===== src/rtl/roulette_game_ctrl.sv =====
// Game-round controller for the 8-LED roulette spinner: bet, spin, judge, pay out, game over.
// Optional SPIN watchdog enabled by defining SPIN_TIMEOUT_EN.
module roulette_game_ctrl #(
    parameter int unsigned CREDIT_W    = 8,
    parameter int unsigned CREDIT_INIT = 10,
    parameter int unsigned BET_COST    = 1,
    parameter int unsigned PAYOUT      = 8,
    parameter int unsigned RESULT_HOLD = 100000000,
    parameter int unsigned TIMEOUT_CYC = 500000000
) (
    input  logic                clk,
    input  logic                rst,
    input  logic                btn_bet,
    input  logic [2:0]          bet_sel,
    input  logic                btn_spin,
    input  logic                btn_restart,
    input  logic                spin_done,
    input  logic [2:0]          spin_pos,
    output logic                spin_start,
    output logic [2:0]          bet_o,
    output logic [CREDIT_W-1:0] credit,
    output logic [2:0]          state_o,
    output logic                win,
    output logic                lose,
    output logic                err
);

    typedef enum logic [2:0] {
        StIdle   = 3'd0,
        StArmed  = 3'd1,
        StSpin   = 3'd2,
        StJudge  = 3'd3,
        StResult = 3'd4,
        StOver   = 3'd5
    } state_t;

    localparam int unsigned HOLD_W = $clog2(RESULT_HOLD + 1);
    localparam logic [HOLD_W-1:0] HOLD_LAST = HOLD_W'(RESULT_HOLD - 1);

    localparam logic [CREDIT_W:0]   CREDIT_MAX = {1'b0, {CREDIT_W{1'b1}}};
    localparam logic [CREDIT_W:0]   COST_EXT   = (CREDIT_W + 1)'(BET_COST);
    localparam logic [CREDIT_W:0]   PAY_EXT    = (CREDIT_W + 1)'(PAYOUT);
    localparam logic [CREDIT_W-1:0] INIT_VAL   = CREDIT_W'(CREDIT_INIT);

    state_t              state;
    logic [CREDIT_W-1:0] credit_q;
    logic [2:0]          bet_q;
    logic [2:0]          pos_q;
    logic                start_q;
    logic                win_q;
    logic                lose_q;
    logic [HOLD_W-1:0]   hold_cnt;

    // One extra bit of headroom so sums and comparisons never wrap.
    logic [CREDIT_W:0]   credit_ext;
    logic [CREDIT_W:0]   win_sum;
    logic [CREDIT_W:0]   charge_diff;
    logic [CREDIT_W-1:0] credit_win;
    logic [CREDIT_W-1:0] credit_charge;
    logic                can_bet;

    always_comb begin
        credit_ext    = {1'b0, credit_q};
        win_sum       = credit_ext + PAY_EXT;
        charge_diff   = credit_ext - COST_EXT;
        can_bet       = (credit_ext >= COST_EXT);
        credit_win    = (win_sum > CREDIT_MAX) ? CREDIT_MAX[CREDIT_W-1:0] : win_sum[CREDIT_W-1:0];
        credit_charge = charge_diff[CREDIT_W-1:0];
    end

`ifdef SPIN_TIMEOUT_EN
    localparam int unsigned WD_W = $clog2(TIMEOUT_CYC + 1);
    localparam logic [WD_W-1:0] WD_LAST = WD_W'(TIMEOUT_CYC - 1);

    logic [WD_W-1:0]     wd_cnt;
    logic                err_q;
    logic [CREDIT_W:0]   refund_sum;
    logic [CREDIT_W-1:0] credit_refund;

    always_comb begin
        refund_sum    = credit_ext + COST_EXT;
        credit_refund = (refund_sum > CREDIT_MAX) ? CREDIT_MAX[CREDIT_W-1:0]
                                                  : refund_sum[CREDIT_W-1:0];
    end

    assign err = err_q;
`else
    assign err = 1'b0;
`endif

    always_ff @(posedge clk or posedge rst) begin
        if (rst) begin
            state    <= StIdle;
            credit_q <= INIT_VAL;
            bet_q    <= '0;
            pos_q    <= '0;
            start_q  <= 1'b0;
            win_q    <= 1'b0;
            lose_q   <= 1'b0;
            hold_cnt <= '0;
`ifdef SPIN_TIMEOUT_EN
            wd_cnt   <= '0;
            err_q    <= 1'b0;
`endif
        end else begin
            start_q <= 1'b0;
`ifdef SPIN_TIMEOUT_EN
            err_q   <= 1'b0;
`endif
            unique case (state)
                StIdle: begin
                    // A spin pressed together with the bet is dropped here.
                    if (btn_bet && can_bet) begin
                        credit_q <= credit_charge;
                        bet_q    <= bet_sel;
                        state    <= StArmed;
                    end
                end
                StArmed: begin
                    if (btn_bet) begin
                        bet_q <= bet_sel;
                    end
                    if (btn_spin) begin
                        start_q <= 1'b1;
                        state   <= StSpin;
`ifdef SPIN_TIMEOUT_EN
                        wd_cnt  <= '0;
`endif
                    end
                end
                StSpin: begin
                    if (spin_done) begin
                        pos_q <= spin_pos;
                        state <= StJudge;
                    end
`ifdef SPIN_TIMEOUT_EN
                    else if (wd_cnt == WD_LAST) begin
                        credit_q <= credit_refund;
                        err_q    <= 1'b1;
                        state    <= StIdle;
                    end else begin
                        wd_cnt <= wd_cnt + 1'b1;
                    end
`endif
                end
                StJudge: begin
                    if (pos_q == bet_q) begin
                        credit_q <= credit_win;
                        win_q    <= 1'b1;
                    end else begin
                        lose_q <= 1'b1;
                    end
                    hold_cnt <= '0;
                    state    <= StResult;
                end
                StResult: begin
                    if (hold_cnt == HOLD_LAST) begin
                        win_q  <= 1'b0;
                        lose_q <= 1'b0;
                        state  <= can_bet ? StIdle : StOver;
                    end else begin
                        hold_cnt <= hold_cnt + 1'b1;
                    end
                end
                StOver: begin
                    if (btn_restart) begin
                        credit_q <= INIT_VAL;
                        bet_q    <= '0;
                        state    <= StIdle;
                    end
                end
                default: state <= StIdle;
            endcase
        end
    end

    assign spin_start = start_q;
    assign bet_o      = bet_q;
    assign credit     = credit_q;
    assign state_o    = state;
    assign win        = win_q;
    assign lose       = lose_q;

endmodule


===== config.mk =====
export PLATFORM = sky130hd
export DESIGN_NAME = roulette_game_ctrl
export DESIGN_NICKNAME = d
export VERILOG_FILES = /design/src/rtl/roulette_game_ctrl.sv
export SDC_FILE = /design/constraint.sdc
export NUM_CORES = 1
export LEC_CHECK = 0
export CORE_ASPECT_RATIO = 1.5
export CORE_MARGIN = 10
export CORE_UTILIZATION = 36
export CTS_CLUSTER_DIAMETER = 40
export DETAILED_ROUTE_END_ITERATION = 7
export PLACE_DENSITY = 0.53
export SLEW_MARGIN = 20
export SYNTH_ARGS = -nofsm -noshare
export SYNTH_HDL_FRONTEND = slang
export SYNTH_SLANG_ARGS = --single-unit

===== constraint.sdc =====
create_clock -name clk -period 6.5 [get_ports clk]
set_clock_uncertainty 0.2 [all_clocks]
set_input_delay 1.95 -clock clk [delete_from_list [all_inputs] [get_ports clk]]
set_output_delay 1.95 -clock clk [all_outputs]
set_load 0.02 [all_outputs]

==> reports/metrics.cfg, run 1 <==
[run_status]
status=finished, final reports clean

[detailed_routing]
first_pass_iters=4
drc=0
viasPerCell=5.27
routedWlPerCell_um=15.9
postRouteAntennaNets=0
wl_mm=6.81
num_vias=2254
first_iter_violations=137

[floorplan]
start_util_pct=37.3
ioPinCount=30
dieWidth_um=91.2
dieArea_um2=11600
rows=38
coreArea_um2=7320
dieHeight_um=127

[power]
finalPower_mw=1.22
pwr_density_cell_nw_per_um2=384
p_leak_nw=1.26
peakVddDrop_mv=0.242

[clock_network]
h-tree-depth=2
cts_root_buf=clkbuf_8
clk_pin_slew_ps=90
clockBufferDepth=2
clk-insertion-delay-late_ps=300
clock-sinks=47
cts_hold_buf=0
postCtsSetupBuffers=0
cts-buffers-inserted=5
cts_resized=0
cts_tree=done

[min_path]
hold_depth=1
min_path_type=reg -> reg

[sta]
fmax_ghz=0.265
setup_violations=0
finalHoldViolCount=0
period_needed_ps=3770
worstMarginPinSlew_ps=841
fin_setup_tns_ps=0
whs_ps=299
rsz0062_at_grt=no
period_share_pct=58.0
slew_viol_final=0
relSlewSlack_pct=43.9

[synth]
netlist_area_um2=2730
netlist-cell-type-count=50
synth_area_per_cell_um2=8.93
synthMuxAreaShare_pct=2.75
syn_inst=306
ys_seq_area_share_pct=43.1
synth_seq_cells=47
synth.top_cell.area_share_pct=41.2
synthAdderAreaFrac_pct=3.20
synth-xor-area-share_pct=8.01
synth_top_family_by_area=simple AND/OR/NAND/NOR gates
ys_top_cells_by_area=dfrtp_1 41%, xnor2_1 6.7%, nor2_1 4.7%
synthSimpleGateAreaFrac_pct=24.3
synth_compound_area_share_pct=13.6
syn_nets=325
yosysWarnings=0
synth_top_cell_by_area=dfrtp_1

[global_routing]
grt_pass1_vias=2279
antenna_found_initial=0
grt.overflow.total=0
grt_pass1_wl_mm=11.5
grt_max_degree=48
track_usage_pct=12.0

[setup_path]
critPathTopFamily=buffers and inverters
max_stage_delay_ps=700
cpMaxStageDelayCell=clkdlybuf4s50_1
critical_path_buf_inv_count=1
end_kind=output port
reg2regPathDepth=7
crit_fanout=13
crit_arrival_ps=1620
worstSetupStartpointType=flip-flop
crit_type=reg -> out
cp.depth=1
required_ps=4350
path_cells=clkdlybuf4s50_1

[finish]
n_fill_cell=782
drive_gt1_share_pct=8.23
fin_nets=346
area_growth_pct=16.4
diodes=0

[placement]
io_buffers=28
dp.final_hpwl_mm=4.83
gp_congestion=0.817

[flow_run]
drv_cap=0

## routing by layer
| layer | up-vias | global-route usage (%) | part of all wire (%) |
|---|---|---|---|
| met5 | - | 0 | 0 |
| met1 | 1104 | 13.2 | 43 |
| met4 | 0 | 4.16 | 1.1 |
| li1 | 1119 | - | - |
| met2 | 24 | 22.1 | 54 |
| met3 | 7 | 2.18 | 2.1 |
## kinds of logic after synthesis
family | count (synthesis)
other cells | 1
flops | 47
fa+ha+maj | 7
mux | 7
compound gates | 56
buf+inv | 32
xor+xnor | 25
simple gates | 131
## cell usage in the layout (no fill, tap or decap), types with 3 or more instances in the layout
master / n
clkdlybuf4s50_1: 28
o21ai_0: 16
inv_1: 15
a21oi_1: 16
and2_1: 3
clkbuf_8: 7
ha_1: 7
or4_1: 3
dfrtp_1: 45
mux2i_1: 3
mux2_2: 4
xnor2_1: 21
a31o_2: 3
nand2_1: 28
nand4_1: 6
nand2b_1: 3
nor3_1: 13
or3_1: 4
nand3_1: 15
nor4_1: 8
nor2_1: 34
xor2_1: 4
## through the flow
| step | std cells | setup WS, ps | instance area, um2 | utilization, % |
|---|---|---|---|---|
| detailed placement | 420 | 2630 | 3080 | 42.1 |
| global route | 428 | 2660 | 3180 | 43.5 |
| CTS | 428 | 2720 | 3180 | 43.4 |
| finish | 428 | 2730 | 3180 | 43.5 |
| global placement | 420 | 2720 | 3080 | 42.1 |
| floorplan | 306 | 3240 | 2730 | - |
## where the power goes
group / internal, mW / switching [mW] / total (mW)
logic: 0.235 / 0.324 / 0.559
clock network: 0.0974 / 0.102 / 0.199
registers: 0.363 / 0.0997 / 0.463
total: 0.696 / 0.526 / 1.22
## worst paths after layout
kind                                   from  slack [ps]            to
worst max-delay path             state_o[2]        2730    state_o[2]
max in group asynchronous               rst        3690  hold_cnt[19]
worst max register to register  hold_cnt[0]        3520    state_o[1]
min in group asynchronous               rst        1890   hold_cnt[5]
worst min-delay path                   lose         300          lose
worst min register to register         lose         300          lose
## final cells by class
type,count,area [um2],share of cell area [%]
Clock buffer,8,100,3.15
Multi-Input combinational cell,227,1420,44.7
Timing Repair Buffer,30,295,9.28
Tap cell,100,125,3.93
Sequential cell,47,1180,37.0
Inverter,16,61.3,1.93
## cells in the mapped netlist (all sizes together)
master and n:
dfrtp 45, nor2 34, nand2 28, xnor2 21
a21oi 16, inv 16, nand3 16, o21ai 16
nor3 14, clkbuf 9, nor4 8, buf 7
ha 7, nand4 6, mux2 4, or3 4
or4 4, xor2 4, a31o 3, and2 3
mux2i 3, nand2b 3, a2111oi 2, a211oi 2
a31oi 2, and3 2, and4 2, dfstp 2
nor3b 2, o211ai 2, o221ai 2, o22a 2
o22ai 2, o31ai 2, or2 2, or4b 2
a221o 1, a221oi 1, a311oi 1, conb 1
nand3b 1, o21bai 1, o311ai 1
## state kept, by name, summed over array words and instances (netlist names)
register	count
state_o	3
credit	8
spin_start	1
hold_cnt	27
pos_q	3
win	1
bet_o	3
lose	1
No activity file was read; power rests on OpenSTA's default activity.
==> run 2: changes to the inputs <==
--- a/config.mk
+++ b/config.mk
@@ -10,7 +10,7 @@
 export CORE_UTILIZATION = 36
 export CTS_CLUSTER_DIAMETER = 40
 export DETAILED_ROUTE_END_ITERATION = 7
-export PLACE_DENSITY = 0.53
+export PLACE_DENSITY = 0.55
 export SLEW_MARGIN = 20
 export SYNTH_ARGS = -nofsm -noshare
 export SYNTH_HDL_FRONTEND = slang
==> constraint.sdc (replaced) <==
create_clock -name clk -period 3.24 [get_ports clk]
set_clock_uncertainty 0.2 [all_clocks]
set_input_delay 0.972 -clock clk [delete_from_list [all_inputs] [get_ports clk]]
set_output_delay 0.972 -clock clk [all_outputs]
set_load 0.02 [all_outputs]
==> run 2 against run 1 <==
Net effect: hold slack gained 12 ps; highest routed layer unchanged; power grew 99%; first-iteration DRC count shrank 29%; die area is the same; cell area grew 1.1%; register-to-register slack lost 3100 ps; critical path depth grew 5; via count is essentially flat; combinational power grew 110%; largest cell class unchanged.
==> reports/metrics.cfg, run 2 (synthesis gave the netlist of run 1 again) <==
[floorplan]
dieHeight_um=127  ; unchanged
coreArea_um2=7320  ; unchanged
dieArea_um2=11600  ; unchanged
ioPinCount=30  ; unchanged
dieWidth_um=91.2  ; unchanged
rows=38  ; unchanged
start_util_pct=37.3  ; unchanged

[finish]
n_fill_cell=766  ; -2.0%
final_area_um2=3220  ; +1.1%
largest_reg_flops=27  ; unchanged
fin_nets=351  ; +1.4%
largest-register=hold_cnt
final_common_cell=dfrtp_1
drive_gt1_share_pct=10.2  ; +2.0 points
most-common-layout-cells=45 x dfrtp_1, 34 x nor2_1, 28 x nand2_1, 28 x clkdlybuf4s50_1, 21 x xnor2_1
area_growth_pct=17.6
diodes=0  ; unchanged

[setup_path]
crit_fanout=22  ; +9
cpMaxStageDelayCell=or4b_2
crit_start=hold_cnt[8]
path_cells=or4b_2, nor4_1, a31o_2, o211ai_1, nor3_2, o21bai_1
end_kind=flip-flop
max_stage_delay_ps=660  ; -40 ps
worst_r2r_endpoint=state_o[1]
worstSetupStartpointType=flip-flop
crit_end=state_o[1]
r2r_slack_ps=380  ; -3140 ps
reg2regPathDepth=6  ; -1
crit_arrival_ps=2900  ; +1280 ps
r2r_start=hold_cnt[8]
required_ps=3280  ; -1070 ps
crit_type=reg -> reg

[run_status]
status=finished, final reports clean

[sta]
rsz0062_at_grt=no
slew_viol_final=0  ; unchanged
period_needed_ps=2860
fin_setup_tns_ps=0  ; unchanged
worstMarginPinSlew_ps=967  ; +126 ps
finalHoldViolCount=0  ; unchanged
fmax_ghz=0.349
relSlewSlack_pct=34.7  ; -9.2 points
period_share_pct=88.4
setup_violations=0  ; unchanged

[power]
p_sw_mw=1.07  ; +100%
internal-power_mw=1.37  ; +97%
peakVddDrop_mv=0.412  ; +70%
seqPwrFrac_pct=37.0  ; -0.9 points
p_comb_share_pct=47.7  ; +1.9 points
switching_share_pct=43.8  ; +0.80 points
pwr_density_cell_nw_per_um2=758  ; +97%
clockPowerShare_pct=15.3  ; -1.0 points
p_leak_nw=1.28  ; +1.1%

[clock_network]
clk_pin_slew_ps=100  ; about the same
cts_resized=0  ; unchanged
cts_hold_buf=0  ; unchanged
clockBufferDepth=2  ; unchanged
clk-insertion-delay-late_ps=310  ; about the same
cts-buffers-inserted=5  ; unchanged
cts_tree=done
h-tree-depth=2  ; unchanged
postCtsSetupBuffers=0  ; unchanged
cts_root_buf=clkbuf_8
clock-sinks=47  ; unchanged

[detailed_routing]
viasPerCell=5.21  ; -1.1%
num_vias=2256  ; +0.089%
routedWlPerCell_um=15.3  ; -4.1%
drc=0  ; unchanged
first_pass_iters=4  ; unchanged
wl_mm=6.60  ; -3.0%
postRouteAntennaNets=0  ; unchanged
first_iter_violations=97  ; -29%

[global_routing]
grt_max_degree=30  ; -38%
track_usage_pct=11.8  ; -0.17 points
grt_pass1_vias=2359  ; +3.5%
grt_pass1_wl_mm=11.4  ; -0.72%
antenna_found_initial=0  ; unchanged
grt.overflow.total=0  ; unchanged

[min_path]
min_path_type=reg -> reg

[flow_run]
drv_cap=0  ; unchanged

[placement]
place_area_um2=3120  ; +1.2%
dp.final_hpwl_mm=4.85  ; +0.35%
gp_congestion=0.863  ; +5.6%
io_buffers=28  ; unchanged

==> run 2: how the worst min path moves through the flow <==
stage | from | cells past startpoint | endpoint
floorplan | hold_cnt[5] | 1 | hold_cnt[5]
global placement | hold_cnt[5] | 1 | hold_cnt[5]
detailed placement | hold_cnt[5] | 1 | hold_cnt[5]
CTS | hold_cnt[5] | 1 | hold_cnt[5]
global route | hold_cnt[5] | 1 | hold_cnt[5]
finish | hold_cnt[5] | 1 | hold_cnt[5]
==> run 2: critical path, delay by kind of cell (launching register included) <==
kind,cells,cell delay [ps]
and+or+nand+nor,3,1170
AOI/OAI and AO/OA,3,980
DFF,1,450
==> run 2: metal layers <==
| metal | global-route usage (%) | wire length [um] | up-vias |
|---|---|---|---|
| met4 | 5.00 | 154 | 0 |
| li1 | - | - | 1129 |
| met5 | 0 | 0 | - |
| met3 | 2.60 | 191 | 11 |
| met1 | 13.2 | 2880 | 1081 |
| met2 | 20.9 | 3380 | 35 |
==> run 2: metrics by stage <==
stage / instances / utilization, % / hold WS (ps) / setup slack (ps) / power, mW
after floorplan: 306 / - / 268 / 626 / 1.65
after global placement: 425 / 42.6 / 306 / 348 / 2.07
after detailed placement: 425 / 42.6 / 310 / 265 / 2.08
after CTS: 433 / 43.8 / 325 / 275 / 2.46
after global routing: 433 / 43.9 / 348 / 102 / 2.64
final: 433 / 43.9 / 311 / 376 / 2.44
==> run 2: power groups by stage <==
stage / logic, mW / clock network (mW) / registers (mW)
2_1_floorplan: 0.691 / 0 / 0.961
3_3_place_gp: 1.16 / 0 / 0.911
3_5_place_dp: 1.17 / 0 / 0.914
4_1_cts: 1.17 / 0.388 / 0.903
5_1_grt: 1.31 / 0.411 / 0.923
6_report: 1.16 / 0.373 / 0.902
==> run 2: final cells by class <==
class	count	area, um2	area share [%]
well taps	100	125	3.89
flip-flops and latches	47	1180	36.7
inverters	16	60.1	1.87
clock inverters	3	23.8	0.739
multi-input cells	227	1430	44.4
repair buffers	35	333	10.4
clock buffers	5	68.8	2.14
==> run 3: changes to the inputs <==
--- a/config.mk
+++ b/config.mk
@@ -7,11 +7,10 @@
 export LEC_CHECK = 0
 export CORE_ASPECT_RATIO = 1.5
 export CORE_MARGIN = 10
-export CORE_UTILIZATION = 36
+export CORE_UTILIZATION = 40
 export CTS_CLUSTER_DIAMETER = 40
 export DETAILED_ROUTE_END_ITERATION = 7
-export PLACE_DENSITY = 0.55
-export SLEW_MARGIN = 20
+export PLACE_DENSITY = 0.6
 export SYNTH_ARGS = -nofsm -noshare
 export SYNTH_HDL_FRONTEND = slang
 export SYNTH_SLANG_ARGS = --single-unit
==> run 3 against run 2 <==
Net effect: sequential power is 2.4% higher; power grew 0.17%; combinational power is 3% lower; clock power up 7.2%; cell count decreased by 6.0%; critical endpoint is now credit[1].
==> reports/metrics.cfg, run 3 (synthesis gave the netlist of run 1 again) <==
[detailed_routing]
wl_mm=6.37  ; -3.6%
met1Wirelength_mm=2.59  ; -10%
viasPerCell=5.60  ; +7.6%
first_iter_violations=96  ; -1.0%
met3_wirelength_um=312  ; +63%
drc=0  ; unchanged
routedWlPerCell_um=15.6  ; +2.6%
postRouteAntennaNets=0  ; unchanged
first_pass_iters=4  ; unchanged
wl_met2_mm=3.30  ; -2.2%
num_vias=2281  ; +1.1%
top_layer=met4

[finish]
area_growth_pct=16.7
postLayoutCoreUtil_pct=48.5  ; +4.6 points
drive_gt1_share_pct=9.37  ; -0.84 points
most-common-layout-cells=45 x dfrtp_1, 34 x nor2_1, 28 x nand2_1, 28 x clkdlybuf4s50_1, 21 x xnor2_1
largest_reg_flops=27  ; unchanged
largest-register=hold_cnt
final_area_um2=3190  ; -0.82%
fin_nets=349  ; -0.57%
final_common_cell=dfrtp_1
final_cells=407  ; -6.0%
n_fill_cell=643  ; -16%
diodes=0  ; unchanged

[global_routing]
grt.overflow.total=0  ; unchanged
grt_pass1_wl_mm=11.1  ; -2.8%
antenna_found_initial=0  ; unchanged
grt_max_degree=30  ; unchanged
grt_pass1_vias=2278  ; -3.4%
track_usage_pct=12.7  ; +0.93 points

[power]
p_leak_nw=1.28  ; +0.23%
pwr_density_cell_nw_per_um2=765  ; +1.0%
finalPower_mw=2.44  ; +0.17%
peakVddDrop_mv=0.497  ; +21%

[clock_network]
cts_resized=0  ; unchanged
clockBufferDepth=2  ; unchanged
cts_tree=done
postCtsSetupBuffers=0  ; unchanged
clk_pin_slew_ps=90  ; about the same
h-tree-depth=2  ; unchanged
cts-buffers-inserted=5  ; unchanged
cts_root_buf=clkbuf_8
cts_hold_buf=0  ; unchanged
clk-insertion-delay-late_ps=300  ; about the same
clock-sinks=47  ; unchanged

[sta]
whs_ps=314  ; +2.88 ps
period_needed_ps=2800  ; -59.2 ps
finalHoldViolCount=0  ; unchanged
fmax_ghz=0.357  ; +2.1%
rsz0062_at_grt=no
worst_slack_ps=435  ; +59.2 ps
fin_setup_tns_ps=0  ; unchanged
relSlewSlack_pct=37.6  ; +2.9 points
setup_violations=0  ; unchanged
worstMarginPinSlew_ps=925  ; -42.4 ps
period_share_pct=86.6  ; -1.8 points
slew_viol_final=0  ; unchanged

[run_status]
status=finished, final reports clean

[setup_path]
end_kind=flip-flop
crit_type=reg -> reg
crit_fanout=6  ; -73%
crit_arrival_ps=2830  ; -70 ps
worstSetupStartpointType=flip-flop
required_ps=3270  ; about the same

[placement]
gp_congestion=0.852  ; -1.2%
io_buffers=28  ; unchanged
dp.final_hpwl_mm=4.74  ; -2.3%
dp_slack_ps=308  ; +43.5 ps
dp_cells=399  ; -6.1%
place_area_um2=3090  ; -1.0%

[floorplan]
start_util_pct=41.6  ; +4.2 points
coreArea_um2=6580  ; -10%
dieWidth_um=87.5  ; -4.0%
rows=36  ; -5.3%
dieArea_um2=10600  ; -8.2%
ioPinCount=30  ; unchanged
dieHeight_um=121  ; -4.3%

[min_path]
min_path_type=reg -> reg

[flow_run]
drv_cap=0  ; unchanged

[run 3: layout make-up]
cell class / instances / area, um2 / share of cell area, %
well taps: 76 / 95.1 / 2.98
multi-input cells: 227 / 1420 / 44.6
clock buffers: 7 / 96.3 / 3.02
inverters: 16 / 60.1 / 1.88
clock inverters: 1 / 7.51 / 0.235
repair buffers: 33 / 330 / 10.4
flip-flops and latches: 47 / 1180 / 37.0
[run 3: critical path, stage by stage (launching register included)]
cell and delay [ps]:
dfrtp_1 450, inv_1 120, ha_1 210, or4b_2 670, o21ai_0 190, a21oi_1 130
o31ai_1 160, nand2b_1 250, mux2_2 350
[run 3: where the power goes]
part           switching (mW)  internal, mW  leakage (nW)
logic                   0.635         0.482         0.614
registers               0.194         0.729         0.617
clock network           0.206         0.195        0.0505
[run 3: worst paths after layout]
check	startpoint	to	slack, ps	cells after the start
min in group asynchronous	rst	hold_cnt[4]	810	2
worst max register to register	credit[0]	credit[1]	440	8
worst min register to register	hold_cnt[5]	hold_cnt[5]	310	1
max in group asynchronous	rst	credit[1]	1430	3
worst max-delay path	credit[0]	credit[1]	440	8
worst min-delay path	hold_cnt[5]	hold_cnt[5]	310	1
[run 3: per-layer routing]
layer	global-route usage, %	up-vias
met3	3.16	13
met5	0	-
met1	14.9	1103
met2	21.2	45
met4	5.30	0
li1	-	1120
